===== src/rtl/spi_master.sv =====
`default_nettype none
// ============================================================================
// Module      : spi_master
// Description : Single-byte full-duplex SPI master. Programmable sck
//               half-period (comp+1 clk cycles), polarity, phase, bit order
//               and independent drive/capture enables. Settings are captured
//               when a request is accepted, so a transfer in flight is
//               immune to later input changes.
// Revision    : 1.0 - initial release
// ============================================================================
module spi_master (
    input  logic       clk,
    input  logic       resetn,
    input  logic [7:0] comp,
    input  logic       cpol,
    input  logic       cpha,
    input  logic [1:0] tr_en,
    input  logic       msb_lsb,
    input  logic [7:0] tx_data,
    output logic [7:0] rx_data,
    input  logic       tx_req,
    output logic       tx_req_ack,
    output logic       sck,
    output logic       cs,
    output logic       sdo,
    input  logic       sdi
);

    localparam logic [1:0] c_ST_IDLE   = 2'd0;
    localparam logic [1:0] c_ST_XFER   = 2'd1;
    localparam logic [1:0] c_ST_DONE   = 2'd2;
    localparam logic [4:0] c_LAST_EDGE = 5'd16;

    logic [1:0] r_state;
    logic [1:0] w_state_next;

    // Shadow copies of the configuration, taken when a request is accepted
    logic [7:0] r_comp;
    logic       r_cpol;
    logic       r_cpha;
    logic       r_msb;
    logic [1:0] r_tr_en;

    logic [7:0] r_cnt;      // half-period counter, 0..r_comp
    logic [4:0] r_edge;     // number of sck edges already produced
    logic [7:0] r_tx;       // bits still to be presented on sdo
    logic [7:0] r_rx;       // bits captured so far
    logic [7:0] r_rx_data;
    logic       r_sck;
    logic       r_cs;
    logic       r_sdo;
    logic       r_ack;

    logic       w_wrap;
    logic       w_last;
    logic [4:0] w_edge_next;
    logic       w_odd;
    logic       w_shift;
    logic       w_sample;

    assign w_wrap      = (r_cnt == r_comp);
    assign w_last      = w_wrap && (r_edge == c_LAST_EDGE);
    assign w_edge_next = r_edge + 5'd1;
    assign w_odd       = w_edge_next[0];
    // Mode cpha=0 presents bit 0 at cs fall, so only edges 2..14 shift;
    // cpha=1 presents every bit on an odd (leading) edge.
    assign w_shift     = r_cpha ? w_odd : (!w_odd && (w_edge_next != c_LAST_EDGE));
    assign w_sample    = r_cpha ? !w_odd : w_odd;

    assign rx_data    = r_rx_data;
    assign tx_req_ack = r_ack;
    assign sck        = r_sck;
    assign cs         = r_cs;
    assign sdo        = r_sdo;

    // Next-state decode for the transfer sequencer
    always_comb begin
        w_state_next = r_state;
        case (r_state)
            c_ST_IDLE: if (tx_req) w_state_next = c_ST_XFER;
            c_ST_XFER: if (w_last) w_state_next = c_ST_DONE;
            c_ST_DONE: w_state_next = c_ST_IDLE;
            default:   w_state_next = c_ST_IDLE;
        endcase
    end

    // State register
    always_ff @(posedge clk or posedge resetn) begin
        if (resetn) r_state <= c_ST_IDLE;
        else        r_state <= w_state_next;
    end

    // Pin timing, shift registers and configuration shadows
    always_ff @(posedge clk or posedge resetn) begin
        if (resetn) begin
            r_comp    <= 8'd0;
            r_cpol    <= 1'b0;
            r_cpha    <= 1'b0;
            r_msb     <= 1'b0;
            r_tr_en   <= 2'b00;
            r_cnt     <= 8'd0;
            r_edge    <= 5'd0;
            r_tx      <= 8'd0;
            r_rx      <= 8'd0;
            r_rx_data <= 8'd0;
            r_sck     <= 1'b0;
            r_cs      <= 1'b1;
            r_sdo     <= 1'b0;
            r_ack     <= 1'b0;
        end else begin
            r_ack <= 1'b0;
            case (r_state)
                c_ST_IDLE: begin
                    r_sck <= cpol;
                    r_cs  <= 1'b1;
                    r_sdo <= 1'b0;
                    if (tx_req) begin
                        r_comp  <= comp;
                        r_cpol  <= cpol;
                        r_cpha  <= cpha;
                        r_msb   <= msb_lsb;
                        r_tr_en <= tr_en;
                        r_cnt   <= 8'd0;
                        r_edge  <= 5'd0;
                        r_rx    <= 8'd0;
                        r_cs    <= 1'b0;
                        if (!cpha) begin
                            // First bit goes out with cs; keep the rest queued
                            r_sdo <= tr_en[0] & (msb_lsb ? tx_data[7] : tx_data[0]);
                            r_tx  <= msb_lsb ? {tx_data[6:0], 1'b0} : {1'b0, tx_data[7:1]};
                        end else begin
                            r_tx  <= tx_data;
                        end
                    end
                end
                c_ST_XFER: begin
                    r_cnt <= w_wrap ? 8'd0 : r_cnt + 8'd1;
                    if (w_wrap) begin
                        if (r_edge == c_LAST_EDGE) begin
                            // Trailing half-period elapsed: close the frame
                            r_cs  <= 1'b1;
                            r_ack <= 1'b1;
                            r_sdo <= 1'b0;
                            r_sck <= r_cpol;
                            if (r_tr_en[1]) r_rx_data <= r_rx;
                        end else begin
                            r_sck  <= ~r_sck;
                            r_edge <= w_edge_next;
                            if (w_shift) begin
                                r_sdo <= r_tr_en[0] & (r_msb ? r_tx[7] : r_tx[0]);
                                r_tx  <= r_msb ? {r_tx[6:0], 1'b0} : {1'b0, r_tx[7:1]};
                            end
                            if (w_sample && r_tr_en[1]) begin
                                r_rx <= r_msb ? {r_rx[6:0], sdi} : {sdi, r_rx[7:1]};
                            end
                        end
                    end
                end
                c_ST_DONE: begin
                    r_cs  <= 1'b1;
                    r_sdo <= 1'b0;
                    r_sck <= r_cpol;
                end
                default: begin
                    r_cs  <= 1'b1;
                    r_sdo <= 1'b0;
                end
            endcase
        end
    end

endmodule
`default_nettype wire


===== config.mk =====
export PLATFORM = sky130hd
export DESIGN_NAME = spi_master
export DESIGN_NICKNAME = d
export VERILOG_FILES = /design/src/rtl/spi_master.sv
export SDC_FILE = /design/constraint.sdc
export NUM_CORES = 1
export LEC_CHECK = 0
export ABC_AREA = 1
export CORE_ASPECT_RATIO = 0.5
export CORE_MARGIN = 8
export CORE_UTILIZATION = 51
export DETAILED_ROUTE_END_ITERATION = 10
export GPL_ROUTABILITY_DRIVEN = 0
export PLACE_DENSITY = 0.8
export SLEW_MARGIN = 20
export SYNTH_ARGS = -nofsm -noshare
export SYNTH_HDL_FRONTEND = slang
export SYNTH_SLANG_ARGS = --single-unit
export TNS_END_PERCENT = 5

===== constraint.sdc =====
create_clock -name clk -period 2.1 [get_ports clk]
set_input_delay 0.63 -clock clk [delete_from_list [all_inputs] [get_ports clk]]
set_output_delay 0.63 -clock clk [all_outputs]
set_load 0.01 [all_outputs]

==> flow_summary.yaml <==
sta:
  final.period_utilization: 0.944
  worstMarginPinSlew_ps: 434
  slew_headroom: 0.710
  slew_violations: 0
  min_period_ps: 1980
  fin_tns_setup_ps: 0
  finalSetupViolations: 0
  hold_viol: 0
  skew_ps: 4.68
  fmax_ghz: 0.505
  rsz0062_at_grt: "no"
setup_path:
  critical_path.top_delay_family: "flip-flops"
  critPathMaxStageDelay_ps: 540
  crit_type: "reg2out"
  required_ps: 1470
  crit_chain: "clkdlybuf4s50_1"
  crit_buf_inv: 1
  crit_path_end_kind: "primary output"
  crit_fanout: 2
  start_kind: "register"
  worstPathArrival_ps: 1350
  cpMaxStageDelayCell: "dfstp_2"
cts:
  numCtsBuffers: 5
  cts_buffer_depth: 2
  cts_setup_buffers: 0
  clkSinkCount: 56
  insertion_delay_ps: 290
  cts_tree: "done"
  clk_pin_slew_worst_paths_ps: 70
  root_buffer: "clkbuf_16"
  cts_resized: 0
  cts_hold_buf: 0
  htree_num_levels: 2
power_and_ir_drop:
  vdd_drop_max_uv: 487
  p_seq_frac: 0.367
  power.density_nw_per_um2: 1190
  clkPwrFrac: 0.184
  fin_total_pwr_mw: 4.56
  p_int_mw: 2.64
  p_sw_frac: 0.422
  p_comb_frac: 0.450
  leakagePower_nw: 1.81
  p_switching_mw: 1.92
logic_synthesis:
  ys_seq_elements: 56
  yosys_warnings: 0
  yosysSeqAreaShare: 0.442
  netlist_instances: 407
  ys_types: 36
  syn_nets: 439
  synth_edf_count: 0
  ys.flop_type: "dfrtp_1"
  async_flop_share: 1.00
  avgSynthCellArea_um2: 7.80
  synthesis.area_um2: 3170
  netlist.area_leader.share: 0.434
  synth_area_leaders: "dfrtp_1 (43%), nand2_1 (15%), o21ai_0 (6.1%)"
  yosys.area.top_type: "dfrtp_1"
grt:
  grt_pass1_wl_mm: 13.1
  antenna_found_initial: 0
  grt_max_degree: 57
  grt_use_total: 0.174
  grt_pass1_vias: 2690
  grt_overflow: 0
drt:
  ant_nets: 0
  wl_per_cell_um: 14.0
  drc: 0
  drt_iter0_markers: 250
  first_pass_iters: 5
  vias_per_cell: 5.35
  wl_mm: 7.48
  vias: 2867
die:
  io_pins: 37
  die_area_um2: 9160
  fp.dieW_um: 128
  start_util: 0.526
  rows: 20
  design.core.area_um2: 6030
  die_y_um: 71.8
final_layout:
  synthToLayoutAreaGrowth_pct: 20.5
  utilization: 0.634
  antenna_cells: 0
  final_cell_area_um2: 3820
  layout-drive-gt1-share: 0.112
  final_nets: 479
  layout_commonest_cell: "nand2_1"
  mostFrequentLayoutCells: "nand2_1 (130), dfrtp_1 (55), o21ai_0 (39), clkdlybuf4s50_1 (36), inv_1 (35)"
  n_fill_cell: 512
flow_run:
  drv_cap: 0
worst_hold_path:
  hold_path.class: "reg2reg"
place:
  place_area_um2: 3670
  numPortBuffers: 36
  dp_hpwl_mm: 5.40
status:
  status: "completed"
==> routing by layer <==
metal	track usage	wire, um	part of all wire	vias up
met5	0	0	0	-
met4	0.0470	51	0.0068	0
li1	-	-	-	1409
met3	0.0333	547	0.073	6
met1	0.236	3400	0.45	1333
met2	0.279	3480	0.47	119
==> metrics by stage <==
stage / hold slack, ps / std cells / worst slack, ps
floorplan: 443 / 407 / 100
global placement: 463 / 528 / 50.3
detailed placement: 465 / 528 / 56.9
CTS: 483 / 536 / 114
global route: 498 / 536 / 98.4
finish: 481 / 536 / 118
==> synth_stat cells (2+ instances only) <==
| library cell | instances |
|---|---|
| nand2_1 | 130 |
| o21ai_2 | 7 |
| clkbuf_1 | 7 |
| nor2_2 | 3 |
| nor3_1 | 3 |
| dfrtp_1 | 55 |
| nand3_1 | 22 |
| buf_6 | 4 |
| ha_1 | 7 |
| inv_1 | 36 |
| xor2_1 | 2 |
| inv_2 | 6 |
| a21oi_1 | 10 |
| nand2_4 | 3 |
| o211ai_1 | 2 |
| o22ai_1 | 11 |
| nand4_1 | 12 |
| nor2_4 | 4 |
| nor2_1 | 23 |
| nand2_2 | 2 |
| o21ai_0 | 39 |
| xnor2_1 | 4 |
| nand3_2 | 2 |
==> state kept, by name, summed over array words and instances, names as in the netlist, 2 cells and up <==
name     cells
r_cnt        8
r_tx         8
r_rx         8
r_state      2
r_comp       8
r_edge       5
rx_data      8
r_tr_en      2
==> area by class of cell <==
type,count,area [um^2],share of cell area
clock buffers,8,146,0.0383
inverters,42,158,0.0412
well taps,88,110,0.0288
flip-flops and latches,56,1400,0.367
repair buffers,46,473,0.124
multi-input cells,296,1540,0.401
==> cells by family (layout without fill, tap and decap cells) <==
| logic type | after synthesis | after routing | synth area share |
|---|---|---|---|
| xor gates and xnor gates | 6 | 6 | 0.0166 |
| buffers and inverters | 55 | 96 | 0.0761 |
| DFF | 56 | 56 | 0.442 |
| AOI/OAI and AO/OA | 74 | 74 | 0.140 |
| adders and majority gates | 7 | 7 | 0.0276 |
| and+or+nand+nor | 209 | 209 | 0.298 |
==> tightest hold or removal path, cell delays in order (launching register included) <==
cell     delay [ps]
dfrtp_1         350
nand2_1          50
nand2_1          50
==> final timing paths <==
kind | from | to | slack [ps] | depth (start not counted)
worst min-delay path | rx_data[1]$_DFFE_PP0P_ | rx_data[1]$_DFFE_PP0P_ | 480 | 2
max in group asynchronous | resetn | cs$_DFFE_PP1P_ | 1100 | 3
min in group asynchronous | resetn | r_comp[0]$_DFFE_PP0P_ | 710 | 3
worst min register to register | rx_data[1]$_DFFE_PP0P_ | rx_data[1]$_DFFE_PP0P_ | 480 | 2
worst max-delay path | cs$_DFFE_PP1P_ | cs | 120 | 1
worst max register to register | r_edge[0]$_DFFE_PP0P_ | rx_data[2]$_DFFE_PP0P_ | 250 | 9
==> power groups by stage <==
stage | clock network [mW] | registers (mW) | logic (mW)
3_5_place_dp | 0 | 1.67 | 2.04
5_1_grt | 0.895 | 1.71 | 2.31
6_report | 0.838 | 1.67 | 2.05
3_3_place_gp | 0 | 1.67 | 1.99
2_1_floorplan | 0 | 1.60 | 1.52
4_1_cts | 0.842 | 1.66 | 2.06
No activity file was read; power rests on OpenSTA's default activity.
